--- config.mk ---
export PLATFORM = sky130hd
export DESIGN_NAME = led_mode_sequencer
export DESIGN_NICKNAME = d
export VERILOG_FILES = /design/src/rtl/led_seq_pkg.sv /design/src/rtl/btn_debounce.sv /design/src/rtl/led_mode_sequencer.sv
export SDC_FILE = /design/constraint.sdc
export NUM_CORES = 1
export LEC_CHECK = 0
export ABC_AREA = 1
export CORE_AREA = 2 2 99 82
export DETAILED_ROUTE_END_ITERATION = 8
export DIE_AREA = 0 0 101 84
export GPL_ROUTABILITY_DRIVEN = 1
export PLACE_DENSITY = 0.75
export SKIP_CTS_REPAIR_TIMING = 1
export SYNTH_ARGS = -nofsm -noshare
export SYNTH_HDL_FRONTEND = slang
export SYNTH_SLANG_ARGS = --single-unit
--- constraint.sdc ---
create_clock -name clki -period 2.3 [get_ports clki]
set_input_delay 0.345 -clock clki [delete_from_list [all_inputs] [get_ports clki]]
set_output_delay 0.345 -clock clki [all_outputs]
set_load 0.02 [all_outputs]
--- src/rtl/led_seq_pkg.sv ---
// Shared definitions for the LED mode sequencer: mode encodings, per-mode
// LED start values and small pattern helpers.
package led_seq_pkg;

  localparam int LED_W = 8;

  typedef enum logic [1:0] {
    MODE_SCAN  = 2'd0,
    MODE_FILL  = 2'd1,
    MODE_BLINK = 2'd2,
    MODE_OFF   = 2'd3
  } mode_e;

  localparam logic [LED_W-1:0] START_SCAN  = 8'h01;
  localparam logic [LED_W-1:0] START_FILL  = 8'h00;
  localparam logic [LED_W-1:0] START_BLINK = 8'hFF;
  localparam logic [LED_W-1:0] START_OFF   = 8'h00;

  function automatic logic [LED_W-1:0] start_leds(input mode_e m);
    logic [LED_W-1:0] v;
    case (m)
      MODE_SCAN:  v = START_SCAN;
      MODE_FILL:  v = START_FILL;
      MODE_BLINK: v = START_BLINK;
      MODE_OFF:   v = START_OFF;
      default:    v = START_OFF;
    endcase
    return v;
  endfunction

  function automatic logic [LED_W-1:0] onehot(input logic [2:0] pos);
    logic [LED_W-1:0] v;
    v      = '0;
    v[pos] = 1'b1;
    return v;
  endfunction

  // Level 0..8 maps to the lowest `level` LEDs lit; level 8 lights all.
  function automatic logic [LED_W-1:0] fill_mask(input logic [3:0] level);
    logic [LED_W:0] v;
    v = {{LED_W{1'b0}}, 1'b1} << level;
    v = v - 1'b1;
    return v[LED_W-1:0];
  endfunction

endpackage

--- src/rtl/btn_debounce.sv ---
// Two-flop synchronizer followed by a level debouncer: the output level only
// follows the synchronized input after DEB_CYCLES consecutive mismatching clocks.
module btn_debounce #(
  parameter int DEB_CYCLES = 65536
) (
  input  logic clki,
  input  logic reset,
  input  logic din,
  output logic dout
);

  localparam int CNT_W = (DEB_CYCLES > 1) ? $clog2(DEB_CYCLES) : 1;
  localparam logic [CNT_W-1:0] CNT_LAST = CNT_W'(DEB_CYCLES - 1);

  logic             r_sync1;
  logic             r_sync2;
  logic             r_level;
  logic [CNT_W-1:0] r_cnt;

  always_ff @(posedge clki or negedge reset) begin
    if (!reset) begin
      r_sync1 <= 1'b0;
      r_sync2 <= 1'b0;
      r_level <= 1'b0;
      r_cnt   <= '0;
    end else begin
      r_sync1 <= din;
      r_sync2 <= r_sync1;
      // Any cycle where input agrees with the accepted level restarts the count.
      if (r_sync2 != r_level) begin
        if (r_cnt == CNT_LAST) begin
          r_level <= r_sync2;
          r_cnt   <= '0;
        end else begin
          r_cnt <= r_cnt + 1'b1;
        end
      end else begin
        r_cnt <= '0;
      end
    end
  end

  assign dout = r_level;

endmodule

--- src/rtl/led_mode_sequencer.sv ---
// Button-selected LED pattern sequencer (SCAN/FILL/BLINK/OFF) stepped by a
// prescaler tick. Define LED_SEQ_TRAIL_EN to add a dim trailing LED in SCAN.
module led_mode_sequencer
  import led_seq_pkg::*;
#(
  parameter int TICK_DIV   = 8388608,
  parameter int DEB_CYCLES = 65536
) (
  input  logic             clki,
  input  logic             reset,
  input  logic             btn_next,
  input  logic             pause,
  output logic [LED_W-1:0] leds,
  output logic [1:0]       mode
);

  localparam int PRES_W = (TICK_DIV > 1) ? $clog2(TICK_DIV) : 1;
  localparam logic [PRES_W-1:0] PRES_LAST = PRES_W'(TICK_DIV - 1);

  mode_e             r_mode;
  logic [LED_W-1:0]  r_leds;
  logic [2:0]        r_pos;
  logic              r_dir_up;
  logic [3:0]        r_level;
  logic [PRES_W-1:0] r_pres;
  logic              r_deb_d;

  mode_e             w_mode_nxt;
  logic [LED_W-1:0]  w_leds_nxt;
  logic [2:0]        w_pos_nxt;
  logic              w_dir_nxt;
  logic [3:0]        w_level_nxt;
  logic [PRES_W-1:0] w_pres_nxt;
  logic              w_deb;
  logic              w_adv;
  logic              w_tick;

`ifdef LED_SEQ_TRAIL_EN
  logic [1:0] r_pwm;
  logic [2:0] r_prev;
  logic       r_trail;
  logic [1:0] w_pwm_nxt;
  logic [2:0] w_prev_nxt;
  logic       w_trail_nxt;
`endif

  btn_debounce #(
    .DEB_CYCLES(DEB_CYCLES)
  ) u_btn_debounce (
    .clki (clki),
    .reset(reset),
    .din  (btn_next),
    .dout (w_deb)
  );

  assign w_adv  = w_deb & ~r_deb_d;
  assign w_tick = ~pause & (r_pres == PRES_LAST);

  // Mode advance takes priority: it reloads the pattern and swallows a same-cycle tick.
  always_comb begin
    w_mode_nxt  = r_mode;
    w_leds_nxt  = r_leds;
    w_pos_nxt   = r_pos;
    w_dir_nxt   = r_dir_up;
    w_level_nxt = r_level;
    w_pres_nxt  = r_pres;
    if (w_adv) begin
      w_mode_nxt  = mode_e'(r_mode + 2'd1);
      w_leds_nxt  = start_leds(w_mode_nxt);
      w_pos_nxt   = 3'd0;
      w_dir_nxt   = 1'b1;
      w_level_nxt = 4'd0;
      w_pres_nxt  = '0;
    end else if (!pause) begin
      w_pres_nxt = w_tick ? '0 : r_pres + 1'b1;
      if (w_tick) begin
        case (r_mode)
          MODE_SCAN: begin
            if (r_dir_up) begin
              if (r_pos == 3'd7) begin
                w_pos_nxt = 3'd6;
                w_dir_nxt = 1'b0;
              end else begin
                w_pos_nxt = r_pos + 3'd1;
              end
            end else begin
              if (r_pos == 3'd0) begin
                w_pos_nxt = 3'd1;
                w_dir_nxt = 1'b1;
              end else begin
                w_pos_nxt = r_pos - 3'd1;
              end
            end
            w_leds_nxt = onehot(w_pos_nxt);
          end
          MODE_FILL: begin
            w_level_nxt = (r_level == 4'd8) ? 4'd0 : r_level + 4'd1;
            w_leds_nxt  = fill_mask(w_level_nxt);
          end
          MODE_BLINK: w_leds_nxt = ~r_leds;
          MODE_OFF:   w_leds_nxt = START_OFF;
          default:    w_leds_nxt = START_OFF;
        endcase
      end
    end
`ifdef LED_SEQ_TRAIL_EN
    w_pwm_nxt   = r_pwm + 2'd1;
    w_prev_nxt  = r_prev;
    w_trail_nxt = r_trail;
    if (w_adv) begin
      w_trail_nxt = 1'b0;
    end else if (w_tick && (r_mode == MODE_SCAN)) begin
      w_prev_nxt  = r_pos;
      w_trail_nxt = 1'b1;
    end
    // SCAN output is rebuilt every clock so the trail follows the PWM phase.
    if (w_mode_nxt == MODE_SCAN) begin
      w_leds_nxt = onehot(w_pos_nxt) |
                   ((w_trail_nxt && (w_pwm_nxt == 2'd0)) ? onehot(w_prev_nxt) : '0);
    end
`endif
  end

  always_ff @(posedge clki or negedge reset) begin
    if (!reset) begin
      r_mode   <= MODE_SCAN;
      r_leds   <= START_SCAN;
      r_pos    <= 3'd0;
      r_dir_up <= 1'b1;
      r_level  <= 4'd0;
      r_pres   <= '0;
      r_deb_d  <= 1'b0;
`ifdef LED_SEQ_TRAIL_EN
      r_pwm    <= 2'd0;
      r_prev   <= 3'd0;
      r_trail  <= 1'b0;
`endif
    end else begin
      r_mode   <= w_mode_nxt;
      r_leds   <= w_leds_nxt;
      r_pos    <= w_pos_nxt;
      r_dir_up <= w_dir_nxt;
      r_level  <= w_level_nxt;
      r_pres   <= w_pres_nxt;
      r_deb_d  <= w_deb;
`ifdef LED_SEQ_TRAIL_EN
      r_pwm    <= w_pwm_nxt;
      r_prev   <= w_prev_nxt;
      r_trail  <= w_trail_nxt;
`endif
    end
  end

  assign leds = r_leds;
  assign mode = r_mode;

endmodule
==> results of run 1 <==
## state kept, by name, indices dropped and copies added (netlist names)
name,count
r_pos,3
mode,2
r_deb_d,1
r_level,4
u_btn_debounce.r_cnt,16
u_btn_debounce.r_sync2,1
leds,8
r_dir_up,1
r_pres,23
u_btn_debounce.r_sync1,1
u_btn_debounce.dout,1
## critical path, delay by kind of cell, from the launching register on
kind                     cells  cell delay, ps
AO/OA/AOI/OAI                1              70
adder cells (fa/ha/maj)      2             420
buffers and inverters        3             240
flip-flops                   1             450
AND/OR/NAND/NOR             10             850
## power by group
group          total (W)  switching (W)  internal (W)
Sequential       0.00120      0.0000657       0.00113
Combinational   0.000185       0.000118     0.0000663
Clock            0.00104       0.000440      0.000603
## routing by layer
metal / wire length [um] / vias up
li1: - / 1596
met1: 4010 / 1546
met2: 3630 / 80
met3: 375 / 10
met4: 113 / 0
met5: 0 / -
## worst min path at each step
stage	from	slack [ps]	to
after floorplan	reset	50	leds[1]
after global placement	u_btn_debounce.r_sync1	340	u_btn_debounce.r_sync2
after detailed placement	u_btn_debounce.r_sync1	340	u_btn_debounce.r_sync2
after CTS	reset	-30	leds[6]
after global routing	u_btn_debounce.r_sync1	370	u_btn_debounce.r_sync2
final	u_btn_debounce.r_sync1	350	u_btn_debounce.r_sync2
## logic make-up after synthesis
| group | count (synthesis) | share of synthesized area |
|---|---|---|
| compound gates | 61 | 0.0979 |
| buf+inv | 77 | 0.0834 |
| fa+ha+maj | 16 | 0.0554 |
| simple gates | 238 | 0.294 |
| flops | 61 | 0.423 |
| xor+xnor | 19 | 0.0460 |
## layout make-up
| class | instances | area [um2] | area share |
|---|---|---|---|
| clock buffers | 9 | 124 | 0.0294 |
| flip-flops and latches | 61 | 1530 | 0.363 |
| inverters | 70 | 268 | 0.0635 |
| well taps | 93 | 116 | 0.0276 |
| clock inverters | 7 | 90.1 | 0.0214 |
| multi-input cells | 334 | 1820 | 0.431 |
| repair buffers | 32 | 270 | 0.0641 |
## cell usage after synthesis (7+ instances only)
cell | count | share of area
nor2_1 | 59 | 0.061
inv_1 | 64 | 0.066
ha_1 | 16 | 0.055
nor3_1 | 10 | 0.014
nand2_1 | 106 | 0.11
o22ai_1 | 7 | 0.012
nand3_1 | 36 | 0.050
o21ai_0 | 28 | 0.039
dfrtp_1 | 59 | 0.41
nand4_1 | 9 | 0.016
xor2_1 | 16 | 0.039
a21oi_1 | 12 | 0.017
## through the flow
stage / setup TNS (ps) / util
4_1_cts: 0 / 0.545
2_1_floorplan: 0 / -
3_5_place_dp: 0 / 0.517
5_1_grt: -75.2 / 0.554
6_report: 0 / 0.554
3_3_place_gp: 0 / 0.517
==> impl_metrics.csv, run 1 <==
group,metric,value,unit
final_layout,finalNetCount,528,
final_layout,layout_commonest_cell,"nand2_1",
sta,worst_slew_pin_slew,565,ps
final_layout,instances_no_fill,606,
sta,period_needed,2140,ps
grt,grt_pass1_wl,13900,um
yosys,synth_cell_types,36,
floorplan,io_pins,14,
clocking,path_clk_slew,80,ps
clocking,cts_buffer_depth,2,
sta,hold_ws,350,ps
critical_path,critPathSlowestCell,"dfrtp_2",
critical_path,cp-startpoint,"r_level[0]",
critical_path,crit_end,"leds[4]",
critical_path,crit_chain,"inv_4 -> ha_2 -> nand3_2 -> nand3_2 -> inv_1 -> nor2_2 -> inv_1 -> ha_1 -> nand3_2 -> nand2_1 -> nand2_1 -> o22ai_1 -> nand2_1 -> nand2_1 -> nand2_1 -> nand2_1",
place,place_inst,587,
clocking,root_buffer,"clkbuf_8",
clocking,htree_levels,3,
drt,drc,0,
grt,overflow,0,
critical_path,required,2550,ps
drt,postRouteAntennaNets,0,
floorplan,fp.dieH,84,um
worst_hold_path,hold-path-cell-count,0,
critical_path,crit_path_start_kind,"flip-flop",
place,dpl-instance-area,0.00394,mm2
grt,antenna_found_initial,0,
clocking,cts.sinks,61,
clocking,cts_tree,"yes",
sta,clock_skew,14.9,ps
critical_path,reg2reg_from,"r_level[0]",
place,dp_worst_setup_slack,47.3,ps
final_layout,syn_to_final_growth,16.7,%
drt,first_pass_iters,4,
drt,drt-initial-drc-count,191,
pwr,powerDensity,575,mW/mm2
grt,grt_usage,0.208,
sta,setup_viol,0,
yosys,synth_edf_count,0,
yosys,synthCells,472,
critical_path,critPathMostFrequentCell,"nand2_1",
critical_path,reg2regPathDepth,16,
critical_path,r2r_setup_slack,160,ps
critical_path,crit_arrival,2390,ps
drt,via_per_inst,5.33,
yosys,ys_seq_elements,61,
grt,grt_util_met1,0.292,
grt,gr-usage-met2,0.312,
pwr,ir_drop,0.416,mV
sta,timing.final.ws_setup,159,ps
sta,max-slew-margin-rel,0.620,
grt,grt_most_used_layer,"met2",
final_layout,final_cell_mix,"104 x nand2_1, 63 x inv_1, 58 x nor2_1, 58 x dfrtp_1, 31 x nand3_1",
floorplan,num_rows,29,
sta,max_freq,467,MHz
pwr,p_total,0.00243,W
floorplan,die-area,0.00848,mm2
yosys,synth-main-ff-cell,"dfrtp_1",
floorplan,dieWidth,101,um
grt,grt_pass1_vias,3025,
run_status,outcome,"completed",
yosys,synth_fp_nets,492,
critical_path,cpPeakStageDelay,450,ps
final_layout,final_cell_area,0.00422,mm2
worst_hold_path,hold_class,"reg2reg",
final_layout,num_antenna_cells,0,
place,io_buffers,13,
critical_path,crit_fanout,5,
final_layout,final_layout_size_suffix_gt1_frac,0.129,
pwr,p_leak,2.09,nW
drt,wire_per_inst,13.4,um
final_layout,nFillCells,695,
floorplan,core,0.00762,mm2
floorplan,initial_core_util,0.475,
grt,gr-usage-met3,0.0611,
yosys,seq_area_frac_synth,0.423,
yosys,synth_area,0.00362,mm2
drt,routed_wl,8130,um
place,place.gp.congestion,0.952,
sta,final_hold_viol_count,0,
sta,slew_viol_final,0,
yosys,syn_avg_cell_area,7.66,um2
yosys,async_reset_ff_frac,1.00,
sta,period_share,0.931,
critical_path,crit_type,"reg2reg",
place,hpwl,5890,um
critical_path,reg2reg_to,"leds[4]",
grt,grt_max_degree,23,
job,cap_violations,0,
yosys,yosysWarningCount,0,
clocking,clock_latency,350,ps
critical_path,end_kind,"flip-flop",
drt,vias,3232,
clocking,numCtsBuffers,9,
Power figures use the tool's default switching activity.
==> run 2: changes to the inputs <==
PLACE_DENSITY = 0.73   (was 0.75)
clock period = 2.5 ns   (was 2.3 ns; I/O delays follow)
==> run 2 against run 1 <==
Compared with the run above:
- final cell count decreased by 1.8%
- die area is the same
- worst hold slack got worse by 330 ps
- fmax decreased by 3.3%
- core utilization fell by 1.3 points
- wire length down 2.9%
- clock power decreased by 14%
- first-iteration DRC count decreased by 15%
- global-route usage decreased by 0.32 points
- via count decreased by 3.2%
- sequential share of layout area is 0.86 points higher
- power down 11%
==> impl_metrics.csv, run 2 (same netlist as run 1, synthesis figures left out) <==
group,metric,value,unit
critical_path,reg2reg_from,"r_level[0]",
clocking,cts.sinks,61,
critical_path,crit_chain,"inv_2 -> ha_1 -> nand3_2 -> nand3_2 -> nand3_1 -> nor2_2 -> inv_1 -> ha_1 -> nand3_1 -> nor2_1 -> nand2_1 -> nand3_1 -> nand2_1 -> nand2_1 -> nand2_1 -> nand2_1 -> nand2_1",
critical_path,end_kind,"flip-flop",
critical_path,cp-startpoint,"r_level[0]",
critical_path,required,2790,ps
final_layout,seq_area,0.00153,mm2
sta,worst_slew_pin_slew,607,ps
sta,clock_skew,7.57,ps
critical_path,crit_path_start_kind,"flip-flop",
sta,rsz0062_at_grt,"false",
final_layout,final_cell_mix,"105 x nand2_1, 63 x inv_1, 58 x nor2_1, 58 x dfrtp_1, 33 x nand3_1",
clocking,numCtsBuffers,9,
place,io_buffers,13,
floorplan,fp.dieH,84,um
grt,grt_max_degree,39,
final_layout,syn_to_final_growth,14.0,%
final_layout,final_cell_area,0.00412,mm2
drt,routed_wl,7890,um
critical_path,crit_fanout,6,
pwr,powerDensity,526,mW/mm2
place,hpwl,5700,um
final_layout,layout_commonest_cell,"nand2_1",
final_layout,nFillCells,692,
grt,grt_pass1_wl,13800,um
pwr,p_leak,2.04,nW
floorplan,num_rows,29,
floorplan,io_pins,14,
drt,wire_per_inst,13.3,um
floorplan,die-area,0.00848,mm2
final_layout,num_antenna_cells,0,
clocking,cts_tree,"yes",
critical_path,r2r_setup_slack,290,ps
sta,slew_viol_final,0,
clocking,htree_levels,3,
place,dp_worst_setup_slack,166,ps
sta,period_needed,2210,ps
grt,gr-usage-met3,0.0544,
critical_path,reg2regPathDepth,17,
sta,period_share,0.885,
sta,max-slew-margin-rel,0.591,
sta,timing.final.ws_setup,287,ps
critical_path,critPathMostFrequentCell,"nand2_1",
sta,final_hold_viol_count,0,
sta,setup_viol,0,
grt,antenna_found_initial,0,
grt,grt_util_met1,0.266,
critical_path,cp.depth,17,
grt,grt_usage,0.205,
critical_path,crit_arrival,2500,ps
final_layout,final_layout_size_suffix_gt1_frac,0.104,
final_layout,multiInputGateArea,0.00181,mm2
run_status,outcome,"completed",
final_layout,top_register,"r_pres",
critical_path,critPathSlowestCell,"dfrtp_2",
drt,vias,3127,
final_layout,finalNetCount,518,
grt,grt_pass1_vias,3077,
grt,overflow,0,
clocking,path_clk_slew,70,ps
critical_path,cp_num_buf_inv,2,
critical_path,crit_end,"leds[6]",
drt,via_per_inst,5.26,
floorplan,core,0.00762,mm2
worst_hold_path,hold_class,"in2async",
sta,tns,0,ps
critical_path,crit_type,"reg2reg",
floorplan,dieWidth,101,um
clocking,cts_buffer_depth,2,
grt,grt_most_used_layer,"met2",
final_layout,final_core_util,0.541,
drt,first_pass_iters,5,
critical_path,crit_family,"simple AND/OR/NAND/NOR gates",
floorplan,initial_core_util,0.475,
sta,max_freq,452,MHz
grt,gr-usage-met2,0.327,
critical_path,reg2reg_to,"leds[6]",
drt,postRouteAntennaNets,0,
pwr,ir_drop,0.353,mV
place,dpl-instance-area,0.00390,mm2
job,cap_violations,0,
clocking,clock_latency,350,ps
final_layout,largest_register_ffs,23,
drt,drc,0,
place,place.gp.congestion,0.974,
critical_path,cpPeakStageDelay,440,ps
clocking,root_buffer,"clkbuf_8",
drt,drt-initial-drc-count,162,
==> run 2: how the worst min path moves through the flow <==
stage                      startpoint                     end  cells past startpoint
2_1_floorplan                   reset                 leds[1]                      0
3_3_place_gp   u_btn_debounce.r_sync1  u_btn_debounce.r_sync2                      0
3_5_place_dp   u_btn_debounce.r_sync1  u_btn_debounce.r_sync2                      0
4_1_cts                         reset               r_pres[6]                      1
5_1_grt                         reset               r_pres[6]                      1
6_report                        reset               r_pres[6]                      1
==> run 2: cell type report <==
class	count	share of cell area
repair buffers	22	0.0498
well taps	93	0.0282
inverters	70	0.0644
clock buffers	11	0.0367
flip-flops and latches	61	0.371
multi-input cells	334	0.438
clock inverters	4	0.0115
==> run 2: where the power goes <==
part           switching [W]  internal, W
sequential         0.0000587      0.00104
clock               0.000391     0.000505
combinational       0.000111    0.0000602
==> run 2: through the flow <==
step                std cells  power [W]  hold WS (ps)
finish                    595    0.00217          16.0
global route              595    0.00226          61.9
CTS                       595    0.00220          19.8
detailed placement        580    0.00129           335
global placement          580    0.00128           338
floorplan                 472    0.00123          79.4
==> run 2: metal layers <==
layer	vias to the layer above	wire, um
li1	1578	-
met1	1464	3720
met2	65	3600
met3	20	388
met4	0	182
met5	-	0
